### src/rtl/systolic_pkg.sv
// Shared types and sizing helpers for the systolic tile sequencer and its bench.
package systolic_pkg;

    typedef enum logic [2:0] {
        IDLE  = 3'd0,
        FLUSH = 3'd1,
        LOAD  = 3'd2,
        RUN   = 3'd3,
        HOLD  = 3'd4
    } state_t;

    // Cycles the PE grid must be enabled so the last skewed operand pair
    // reaches the far corner PE and is accumulated.
    function automatic int compute_cycles(input int k, input int rows,
                                          input int cols, input int pe_latency);
        return k + rows + cols - 1 + pe_latency;
    endfunction

endpackage

### src/rtl/systolic_tile_sequencer.sv
// Sequences one matrix tile through the systolic array: resets and starts the
// row/column PISO feeders, enables the PE grid for the drain time of the skewed
// operands, then holds the result until the collector acknowledges it.
//
// state | meaning
// ------+-----------------------------------------------------------------
// IDLE  | waiting for a tile request (req_ready high)
// FLUSH | PISOs in reset; PE accumulators cleared unless accumulating
// LOAD  | PISOs load the stable operand buses and start shifting
// RUN   | PE grid enabled for COMPUTE_CYCLES cycles
// HOLD  | results complete in the accumulators, waiting for res_ready
module systolic_tile_sequencer #(
    parameter int ROWS        = 4,
    parameter int COLS        = 4,
    parameter int K           = 4,
    parameter int PE_LATENCY  = 1,
    parameter int COUNT_WIDTH = 16
) (
    input  logic                   clk,
    input  logic                   rst,
    input  logic                   req_valid,
    output logic                   req_ready,
    input  logic                   req_accumulate,
    output logic                   feed_rst,
    output logic                   feed_start,
    output logic                   pe_clear,
    output logic                   pe_en,
    output logic                   res_valid,
    input  logic                   res_ready,
    output logic                   busy,
    output logic [COUNT_WIDTH-1:0] tile_count
);
    import systolic_pkg::*;

    localparam int COMPUTE_CYCLES = compute_cycles(K, ROWS, COLS, PE_LATENCY);
    localparam int CNT_W          = $clog2(COMPUTE_CYCLES + 1);
    localparam logic [CNT_W-1:0] CNT_LAST = CNT_W'(COMPUTE_CYCLES - 1);

    state_t           state;
    state_t           state_nx;
    logic [CNT_W-1:0] cnt;
    logic             acc_q;
    logic             flush_dec;
    logic             handshake;

    assign handshake = (state == HOLD) && res_ready;

    // State, RUN counter, accumulate flag and completed-tile counter.
    always_ff @(posedge clk) begin
        if (rst) begin
            state      <= IDLE;
            cnt        <= '0;
            acc_q      <= 1'b0;
            tile_count <= '0;
        end else begin
            state <= state_nx;
            if ((state == IDLE) && req_valid) begin
                acc_q <= req_accumulate;
            end
            if (state == RUN) begin
                cnt <= cnt + 1'b1;
            end else if (handshake) begin
                cnt <= '0;
            end
            if (handshake) begin
                tile_count <= tile_count + 1'b1;
            end
        end
    end

    // Next-state and Moore output decode.
    always_comb begin
        state_nx   = state;
        req_ready  = 1'b0;
        flush_dec  = 1'b0;
        feed_start = 1'b0;
        pe_clear   = 1'b0;
        pe_en      = 1'b0;
        res_valid  = 1'b0;
        busy       = 1'b1;
        case (state)
            IDLE: begin
                req_ready = 1'b1;
                busy      = 1'b0;
                if (req_valid) begin
                    state_nx = FLUSH;
                end
            end
            FLUSH: begin
                flush_dec = 1'b1;
                pe_clear  = !acc_q;
                state_nx  = LOAD;
            end
            LOAD: begin
                feed_start = 1'b1;
                state_nx   = RUN;
            end
            RUN: begin
                pe_en = 1'b1;
                if (cnt == CNT_LAST) begin
                    state_nx = HOLD;
                end
            end
            HOLD: begin
                res_valid = 1'b1;
                if (res_ready) begin
                    state_nx = IDLE;
                end
            end
            default: begin
                state_nx = IDLE;
            end
        endcase
    end

    // PISOs are held in reset together with the controller so both leave
    // reset in a consistent, start-ready condition.
    assign feed_rst = rst | flush_dec;

endmodule

### config.mk
export PLATFORM = sky130hd
export DESIGN_NAME = systolic_tile_sequencer
export DESIGN_NICKNAME = d
export VERILOG_FILES = /design/src/rtl/systolic_pkg.sv /design/src/rtl/systolic_tile_sequencer.sv
export SDC_FILE = /design/constraint.sdc
export NUM_CORES = 1
export LEC_CHECK = 0
export ABC_AREA = 1
export CORE_MARGIN = 4
export CORE_UTILIZATION = 42
export DETAILED_ROUTE_END_ITERATION = 16
export GPL_ROUTABILITY_DRIVEN = 1
export PLACE_DENSITY = 0.68
export RECOVER_POWER = 100
export REMOVE_ABC_BUFFERS = 1
export SYNTH_ARGS = -nofsm -noshare
export SYNTH_HDL_FRONTEND = slang
export SYNTH_SLANG_ARGS = --single-unit
### constraint.sdc
create_clock -name clk -period 2.4 [get_ports clk]
set_input_delay 0.72 -clock clk [delete_from_list [all_inputs] [get_ports clk]]
set_output_delay 0.72 -clock clk [all_outputs]
set_load 0.01 [all_outputs]
==> flow_summary.ini <==
[outcome]
status = completed

[clock_tree]
h-tree-depth = 1
clock-sinks = 24
cts_buffer_depth = 2
clockRootBuffer = clkbuf_4
cts_tree = yes
post_cts_buffers = 0
clkLatencyLatePin_ns = 0.31
cts_buffers = 3
clk_pin_slew_ns = 0.12
cts_hold_buf = 0

[critical_path]
crit_chain = nand3_1 -> inv_2 -> clkdlybuf4s50_1
path_max_fanout = 6
crit_required_ns = 1.68
critPathLaunchType = flop
path_buf_inv = 2
endpoint_kind = output pin
cp_slowest_cell = clkdlybuf4s50_1
crit_arrival_ns = 1.58
slowest_delay_ns = 0.54
critical_path_class = reg2out
path_delay_family = buffers and inverters

[placement]
io_buffers = 27
gp_congestion = 0.846
placed_area_um2 = 1610
dp_hpwl_um = 2220

[final_layout]
nets = 232
area_growth_pct = 25.2
antenna_cells = 0
finalInstanceArea_um2 = 1640
drive_gt1_share_pct = 8.93
final_core_util_pct = 57.3

[yosys]
syn_area_per_cell_um2 = 6.73
yosysWarnings = 0
yosysTopAreaCell = dfxtp_1
ys_ff_latch = 24
yosysTopAreaCellShare_pct = 36.8
yosys_most_used_dff = dfxtp_1
synth_top_cells_by_area = dfxtp_1 37%, nand2_1 14%, inv_1 8.3%, nor2_1 8.3%, nand4_1 4.8%
synthArstFlopShare_pct = 0
yosysMostFrequentCell = nand2_1
synth_edf_count = 0
synth_cell_types = 28
ys_seq_area_share_pct = 36.8
syn-cell-area_um2 = 1310
ys_top_cells_by_count = 50 x nand2_1, 29 x inv_1, 29 x nor2_1
synthCells = 194

[drt]
dr.pass1.iters = 4
routed_wl_um = 2880
wl_per_cell_um = 11.3
num_vias = 1263
drt_iter0_markers = 97
route.detailed.drc = 0
via_per_inst = 4.95
drtAntennaViolNets = 0

[global_routing]
grt_pass1_vias = 1170
antenna_found_initial = 0
grt_max_degree = 14
groute.usage.overall_pct = 15.2
grt_overflow = 0
grt_pass1_wl_um = 5080

[run]
drv_cap = 0

[sta]
fin_crit_ns = 2.30
skew_ns = 0.00708
setup_viol = 0
hold_viol = 0
hold_ws_ns = 0.477
tns_ns = 0
slew_headroom_pct = 50.9
slew_viol_final = 0
timing.final.crit_share_pct = 95.9
rsz0062_at_grt = true
max_freq_mhz = 434
tightest_slew_ns = 0.735

[floorplan]
fp.dieW_um = 63.8
rows = 19
core_area_um2 = 2850
die_area_um2 = 4070
initial_core_util_pct = 45.8
io_pins = 28
fp.dieH_um = 63.8

[power]
power_density_nw_per_um2 = 516
p_total_uw = 844
peakVddDrop_uv = 416
cellLeakagePower_nw = 0.718

[min_path]
hold_class = reg2reg
==> worst paths after layout <==
check,depth (start not counted),slack (ns),startpoint,to
max,3,0.1,state[1],pe_en
min,2,0.48,acc_q,acc_q
max reg2reg,6,0.67,state[0],tile_count[7]
min reg2reg,2,0.48,acc_q,acc_q
==> what timing repair did <==
action	in CTS	in global routing
resized for setup	4	4
endpoints found under the setup margin	3	3
hold endpoints to repair	0	0
==> layout make-up <==
type	instances	area, um^2
Multi-Input combinational cell	137	679
Sequential cell	24	484
Timing Repair Buffer	29	279
Fill cell	291	1220
Clock buffer	4	36.3
Tap cell	31	38.8
Inverter	30	118
==> through the flow <==
| step | worst slack [ns] | std cells |
|---|---|---|
| global placement | -0.145 | 251 |
| CTS | 0.0144 | 255 |
| floorplan | 0.642 | 191 |
| global route | -0.00784 | 255 |
| detailed placement | -0.174 | 251 |
| finish | 0.0977 | 255 |
==> kinds of logic (layout without fill, tap and decap cells) <==
group / after synthesis / count (layout) / synth area share, %
xor gates and xnor gates: 1 / 1 / 0.671
buffers and inverters: 33 / 63 / 10.4
AOI/OAI and AO/OA: 20 / 20 / 8.91
and+or+nand+nor: 114 / 114 / 41.3
DFF: 24 / 24 / 36.8
adders and majority gates: 2 / 2 / 1.92
==> state kept, by name, summed over array words and instances, names as in the netlist <==
register,cells
tile_count,16
state,3
cnt,4
acc_q,1
==> report_power, final <==
part | total (mW) | switching [mW] | internal [mW]
Clock | 0.212 | 0.119 | 0.0927
Sequential | 0.440 | 0.0233 | 0.417
Combinational | 0.192 | 0.104 | 0.0883
==> cells in the final DEF (no fill, tap or decap), drive strengths merged, types with 5 or more instances in the layout <==
master / synthesis / routed
a21oi: 10 / 10
clkbuf: 2 / 5
clkdlybuf4s50: 0 / 10
dfxtp: 24 / 24
dlygate4sd3: 0 / 14
inv: 30 / 30
nand2: 51 / 51
nand3: 12 / 12
nand4: 10 / 10
nor2: 36 / 36
o21ai: 5 / 5
==> routing by layer <==
layer  global-route usage (%)  share of wire (%)  vias up
li1                         -                  -      676
met1                     20.5                 49      547
met2                     24.1                 45       34
met3                     4.20                5.0        6
met4                     3.50                1.5        0
met5                        0                  0        -
==> tightest hold or removal path, delay by kind of cell, from the launching register on <==
kind / cells / cell delay [ns]
flops: 1 / 0.33
simple gates: 1 / 0.06
compound gates: 1 / 0.05
(Power assumes the default switching activity.)
